$ cat src/rtl/heichips_mem_pkg.sv
// Shared types and constants for the Snitch-to-serializer memory arbiter.
// Holds the FSM state, grant encoding, captured request payload and the tie-break helper.
package heichips_mem_pkg;

   localparam int unsigned ADDR_W = 32;
   localparam int unsigned DATA_W = 32;
   localparam int unsigned STRB_W = DATA_W / 8;

   localparam logic [DATA_W-1:0] DEADBEEF = DATA_W'(32'hDEAD_BEEF);

   typedef enum logic [1:0] {
      IDLE = 2'd0,
      REQ  = 2'd1,
      RSP  = 2'd2,
      DLV  = 2'd3
   } arb_state_e;

   typedef enum logic {
      GNT_INST = 1'b0,
      GNT_DATA = 1'b1
   } grant_e;

   typedef struct packed {
      logic [ADDR_W-1:0] addr;
      logic              write;
      logic [DATA_W-1:0] wdata;
      logic [STRB_W-1:0] strb;
   } mem_req_t;

   // req[1] = data port, req[0] = inst port; a lone requester always wins
   function automatic grant_e pick2(input logic [1:0] req, input logic prio, input grant_e last);
      grant_e g;
      g = GNT_INST;
      if (req == 2'b11) begin
         if (prio) g = GNT_DATA;
         else      g = (last == GNT_INST) ? GNT_DATA : GNT_INST;
      end else if (req[1]) begin
         g = GNT_DATA;
      end
      return g;
   endfunction

endpackage

$ cat src/rtl/heichips_rr_arb2.sv
// Two-way round-robin picker between the instruction and data ports.
// The last-grant register resets to data so the instruction port wins the first tie.
module heichips_rr_arb2
   import heichips_mem_pkg::*;
(
   input  logic       clk,
   input  logic       rst_n,
   input  logic [1:0] req,
   input  logic       prio,
   input  logic       update,
   output grant_e     grant_c
);

   grant_e last_q;

   always_comb begin
      grant_c = pick2(req, prio, last_q);
   end

   always_ff @(posedge clk or negedge rst_n) begin
      if (!rst_n) begin
         last_q <= GNT_DATA;
      end else if (update) begin
         last_q <= grant_c;
      end
   end

endmodule

$ cat src/rtl/heichips_mem_arbiter.sv
// Arbitrates the single off-chip memory link between Snitch inst and data ports.
// Optional response watchdog enabled by defining MEM_ARB_TIMEOUT_EN.
module heichips_mem_arbiter
   import heichips_mem_pkg::*;
#(
   parameter int unsigned AddrWidth     = 32,
   parameter int unsigned DataWidth     = 32,
   parameter logic        DataPrio      = 1'b0,
   parameter int unsigned TimeoutCycles = 255,
   localparam int unsigned StrbWidth    = DataWidth / 8
) (
   input  logic                 clk_i,
   input  logic                 rst_ni,
   input  logic [AddrWidth-1:0] inst_addr_i,
   input  logic                 inst_valid_i,
   output logic                 inst_ready_o,
   output logic [DataWidth-1:0] inst_data_o,
   input  logic [AddrWidth-1:0] data_qaddr_i,
   input  logic                 data_qwrite_i,
   input  logic [DataWidth-1:0] data_qdata_i,
   input  logic [StrbWidth-1:0] data_qstrb_i,
   input  logic                 data_qvalid_i,
   output logic                 data_qready_o,
   output logic [DataWidth-1:0] data_pdata_o,
   output logic                 data_pvalid_o,
   input  logic                 data_pready_i,
   output logic [AddrWidth-1:0] mem_req_addr_o,
   output logic                 mem_req_write_o,
   output logic [DataWidth-1:0] mem_req_wdata_o,
   output logic [StrbWidth-1:0] mem_req_strb_o,
   output logic                 mem_req_valid_o,
   input  logic                 mem_req_ready_i,
   input  logic [DataWidth-1:0] mem_rsp_rdata_i,
   input  logic                 mem_rsp_valid_i,
   output logic                 mem_rsp_ready_o,
   output logic                 busy_o,
   output logic                 grant_o,
   output logic                 err_o
);

   arb_state_e           state;
   grant_e               grant_q;
   grant_e               gnt_c;
   mem_req_t             req_q;
   logic [DataWidth-1:0] rdata_q;
   logic                 take_c;

`ifdef MEM_ARB_TIMEOUT_EN
   localparam int unsigned CntW = (TimeoutCycles > 1) ? $clog2(TimeoutCycles) : 1;
   logic [CntW-1:0] cnt_q;
`else
   assign err_o = 1'b0;
`endif

   assign take_c = (state == IDLE) && (inst_valid_i || data_qvalid_i);

   heichips_rr_arb2 u_arb (
      .clk     (clk_i),
      .rst_n   (rst_ni),
      .req     ({data_qvalid_i, inst_valid_i}),
      .prio    (DataPrio),
      .update  (take_c),
      .grant_c (gnt_c)
   );

   // Handshake acks depend on live inputs: data is acked as it is captured, inst only while still requested
   assign data_qready_o = take_c && (gnt_c == GNT_DATA);
   assign inst_ready_o  = (state == DLV) && (grant_q == GNT_INST) && inst_valid_i;

   assign inst_data_o     = rdata_q;
   assign data_pdata_o    = rdata_q;
   assign grant_o         = grant_q;
   assign mem_req_addr_o  = AddrWidth'(req_q.addr);
   assign mem_req_write_o = req_q.write;
   assign mem_req_wdata_o = DataWidth'(req_q.wdata);
   assign mem_req_strb_o  = StrbWidth'(req_q.strb);

   always_ff @(posedge clk_i or negedge rst_ni) begin
      if (!rst_ni) begin
         state           <= IDLE;
         grant_q         <= GNT_INST;
         req_q           <= '0;
         rdata_q         <= '0;
         mem_req_valid_o <= 1'b0;
         mem_rsp_ready_o <= 1'b0;
         data_pvalid_o   <= 1'b0;
         busy_o          <= 1'b0;
`ifdef MEM_ARB_TIMEOUT_EN
         err_o           <= 1'b0;
         cnt_q           <= '0;
`endif
      end else begin
`ifdef MEM_ARB_TIMEOUT_EN
         err_o <= 1'b0;
`endif
         case (state)
            IDLE: begin
               if (take_c) begin
                  grant_q <= gnt_c;
                  if (gnt_c == GNT_DATA) begin
                     req_q <= '{addr:  ADDR_W'(data_qaddr_i),
                                write: data_qwrite_i,
                                wdata: DATA_W'(data_qdata_i),
                                strb:  STRB_W'(data_qstrb_i)};
                  end else begin
                     req_q <= '{addr:  ADDR_W'(inst_addr_i),
                                write: 1'b0,
                                wdata: '0,
                                strb:  '0};
                  end
                  state           <= REQ;
                  mem_req_valid_o <= 1'b1;
                  busy_o          <= 1'b1;
               end
            end
            // Stores retire at the downstream handshake; loads and fetches wait for data
            REQ: begin
               if (mem_req_ready_i) begin
                  mem_req_valid_o <= 1'b0;
                  if (req_q.write) begin
                     state  <= IDLE;
                     busy_o <= 1'b0;
                  end else begin
                     state           <= RSP;
                     mem_rsp_ready_o <= 1'b1;
`ifdef MEM_ARB_TIMEOUT_EN
                     cnt_q           <= '0;
`endif
                  end
               end
            end
            RSP: begin
               if (mem_rsp_valid_i) begin
                  rdata_q         <= mem_rsp_rdata_i;
                  mem_rsp_ready_o <= 1'b0;
                  data_pvalid_o   <= (grant_q == GNT_DATA);
                  state           <= DLV;
`ifdef MEM_ARB_TIMEOUT_EN
               end else if (cnt_q == CntW'(TimeoutCycles - 1)) begin
                  rdata_q         <= DataWidth'(DEADBEEF);
                  err_o           <= 1'b1;
                  mem_rsp_ready_o <= 1'b0;
                  data_pvalid_o   <= (grant_q == GNT_DATA);
                  state           <= DLV;
               end else begin
                  cnt_q <= cnt_q + CntW'(1);
`endif
               end
            end
            DLV: begin
               if (grant_q == GNT_INST) begin
                  state  <= IDLE;
                  busy_o <= 1'b0;
               end else if (data_pready_i) begin
                  data_pvalid_o <= 1'b0;
                  state         <= IDLE;
                  busy_o        <= 1'b0;
               end
            end
            default: begin
               state <= IDLE;
            end
         endcase
      end
   end

endmodule
$ cat config.mk
export PLATFORM = sky130hd
export DESIGN_NAME = heichips_mem_arbiter
export DESIGN_NICKNAME = d
export VERILOG_FILES = /design/src/rtl/heichips_mem_pkg.sv /design/src/rtl/heichips_rr_arb2.sv /design/src/rtl/heichips_mem_arbiter.sv
export SDC_FILE = /design/constraint.sdc
export NUM_CORES = 1
export LEC_CHECK = 0
export ABC_AREA = 0
export CORE_MARGIN = 2
export CORE_UTILIZATION = 39
export CTS_BUF_LIST = sky130_fd_sc_hd__clkbuf_8
export DETAILED_ROUTE_END_ITERATION = 10
export PLACE_DENSITY = 0.81
export SYNTH_ARGS = -nofsm -noshare
export SYNTH_HDL_FRONTEND = slang
export SYNTH_SLANG_ARGS = --single-unit
$ cat constraint.sdc
create_clock -name clk_i -period 1.85 [get_ports clk_i]
set_clock_uncertainty 0.2 [all_clocks]
set_input_delay 0.185 -clock clk_i [delete_from_list [all_inputs] [get_ports clk_i]]
set_output_delay 0.185 -clock clk_i [all_outputs]
set_load 0.05 [all_outputs]
==> impl_metrics.ini, run 1 <==
[outcome]
status = finished, violations left
violations = negative setup slack

[detailed_routing]
drt-wirelength-per-cell_um = 18.0
drt-pass1-iter-count = 4
drcViolationCount = 0
drt_iter0_drc = 177
wl_mm = 14.2
ant_nets = 0
via_per_inst = 5.21
num_vias = 4096

[finish]
area_growth_pct = 62.5
n_fill_cell = 918
antenna_cells = 0
finalNetCount = 775
drive_above_1_share_pct = 36.2

[synthesis]
synth_top_flop_cell = dfrtp_1
syn_avg_cell_area_um2 = 12.4
synth_top_area_share_pct = 57.6
netlist_area_um2 = 4690
syn_inst = 377
yosys-top-cells-area = dfrtp_1 58%, mux2_2 7.7%, a22o_1 7.1%
synth.distinct_cells = 33
synthesis.nets = 517
synthArstFlopShare_pct = 100
ys_seq_area_share_pct = 58.2
synth_seq_cells = 109
yosysMostFrequentCell = dfrtp_1
synth_commonest_cells = 108 x dfrtp_1, 38 x a22o_1, 37 x nand2_1
ys_warn_count = 0
synth_top_area_cell = dfrtp_1
synth_edf_count = 0

[sta]
setup_slack_ns = -0.0774
min_period_over_period_pct = 104
rsz0062_at_grt = yes
timing.final.hold_violations = 0
tightest_slew_ns = 0.800
finalSetupViolCount = 51
hold-worst-slack_ns = 0.162
period_minus_slack_ns = 1.93
slew_viol_final = 0
relSlewSlack_pct = 46.5
max_freq_ghz = 0.519

[placed_design]
place_hpwl_mm = 10.0
io_buffers = 279
pre_cts_ws_ns = -0.479
place_congestion = 0.809

[clocking]
htreeDepth = 3
cts_sinks = 109
path_clk_slew_ns = 0.10
cts_max_path_buffers = 2
cts_tree = built
cts_root_buf = clkbuf_8
clk-insertion-delay-late_ns = 0.36
cts-buffers-inserted = 9

[critical_path]
critPathTopFamily = buffers and inverters
cpPeakStageDelay_ns = 0.43
worstPathArrival_ns = 1.98
worstSetupPathType = register to register
worstPathRequired_ns = 1.90
cp_max_fo = 9
worst_setup_path_start_kind = register
setup.worst_path.end_class = register
cp_slowest_cell = dfrtp_1
worst-path-buf-inv = 3
cp_cell_sequence = o21bai_4 > buf_6 > buf_4 > or2_4 > clkbuf_16 > a22o_1

[grt]
antenna_found_initial = 0
met3_usage_pct = 4.57
grt_pass1_vias = 4087
grt.total_usage_pct = 20.7
grt_overflow_total = 0
grt_start_max_net_pins = 110
grt_pass1_wl_mm = 21.0
grt_util_met2_pct = 36.0
met1_usage_pct = 25.3
top_usage_layer = met2

[floorplanning]
ios = 281
core_area_um2 = 11900
die-area_um2 = 12900
fp-row-count = 40
die_w_um = 114
dieHeight_um = 114
start_util_pct = 39.5

[flow_run]
cap_violations = 0

[worst_hold_path]
worstHoldPathType = input port to register
==> kinds of logic after synthesis <==
| logic type | synth area share [%] |
|---|---|
| mux | 7.68 |
| compound gates | 20.4 |
| other cells | 0.0800 |
| buf+inv | 8.46 |
| flops | 58.2 |
| simple gates | 5.23 |
==> path summary, 6_finish.rpt <==
| path | start | end | slack, ns | depth (start not counted) |
|---|---|---|---|---|
| min in group asynchronous | rst_ni | data_pdata_o[23] | 0.22 | 3 |
| max in group asynchronous | rst_ni | state[0] | 0.76 | 3 |
| worst min register to register | mem_rsp_ready_o | mem_rsp_ready_o | 0.31 | 2 |
| worst max register to register | register | mem_req_wdata_o[11] | -0.08 | 6 |
| worst min-delay path | inst_addr_i[23] | mem_req_addr_o[23] | 0.16 | 3 |
| worst max-delay path | register | mem_req_wdata_o[11] | -0.08 | 6 |
==> placed cells by master, fill, tap and decap left out, types with 2 or more instances in the layout <==
master           count
a211oi_1            27
a211oi_2             6
a21o_1               2
a21oi_1              3
a22o_1              38
a2bb2oi_1           32
buf_12              12
buf_4              154
buf_6                2
clkbuf_16            3
clkbuf_8             9
clkdlybuf4s50_1    137
clkinv_2             2
clkinv_4             2
dfrtp_1            108
inv_1                2
mux2_2              32
nand2_1             37
nand3b_1             2
nor2_1               2
o21ai_0              4
==> sequential cells by signal, summed over array words and instances, names as in the netlist, named ones only <==
name and cells:
data_pdata_o 32, mem_req_addr_o 32, mem_req_wdata_o 32, mem_req_strb_o 4, busy_o 1, data_pvalid_o 1, grant_o 1, mem_req_valid_o 1
mem_req_write_o 1, mem_rsp_ready_o 1, state 1, u_arb.last_q 1
==> worst register-to-register path, cell delays in order (launching register included) <==
cell and delay (ns):
dfrtp_1 0.43, o21bai_4 0.19, buf_6 0.12, buf_4 0.14, or2_4 0.32, clkbuf_16 0.19
a22o_1 0.23
==> stage by stage <==
step / setup TNS [ns] / instances / cell area (um^2) / util [%]
floorplan: 0 / 377 / 4690 / -
global placement: -16.86 / 762 / 7260 / 61.2
detailed placement: -19.41 / 762 / 7260 / 61.2
CTS: -0.0859 / 781 / 7500 / 63.2
global route: -5.20 / 786 / 7620 / 64.3
finish: -1.70 / 786 / 7620 / 64.3
==> layer usage <==
layer	vias to the layer above	share of wire, %
met4	0	2.9
met3	31	7.2
met2	215	50
met1	1986	40
met5	-	0
li1	1864	-
==> area by class of cell <==
cell class	instances	area, um^2	area share (%)
clock buffers	9	124	1.63
clock inverters	6	65.1	0.854
inverters	2	7.51	0.0985
multi-input cells	202	1610	21.2
flip-flops and latches	109	2730	35.8
well taps	147	184	2.41
repair buffers	311	2900	38.0
==> what timing repair did <==
action                                 4_1_cts  5_1_grt
hold buffers                                 1        0
cloned                                       0        5
pin swaps                                    1       20
resized for setup                            5        6
endpoints found under the hold margin      108        0
buffers inserted                             3        0
setup endpoints to repair                   33       70
Power of run 1 is left out: the tool's default activity adds up to more than one toggle a clock period on the data nets, which glitch-free logic cannot reach.
==> run 2: changes to the inputs <==
Settings changed: CTS_CLUSTER_SIZE set to 16.
==> results of run 2 <==
The final DEF is identical to that of run 1; final timing and power are the same.
Power of run 2 is left out for the same reason.
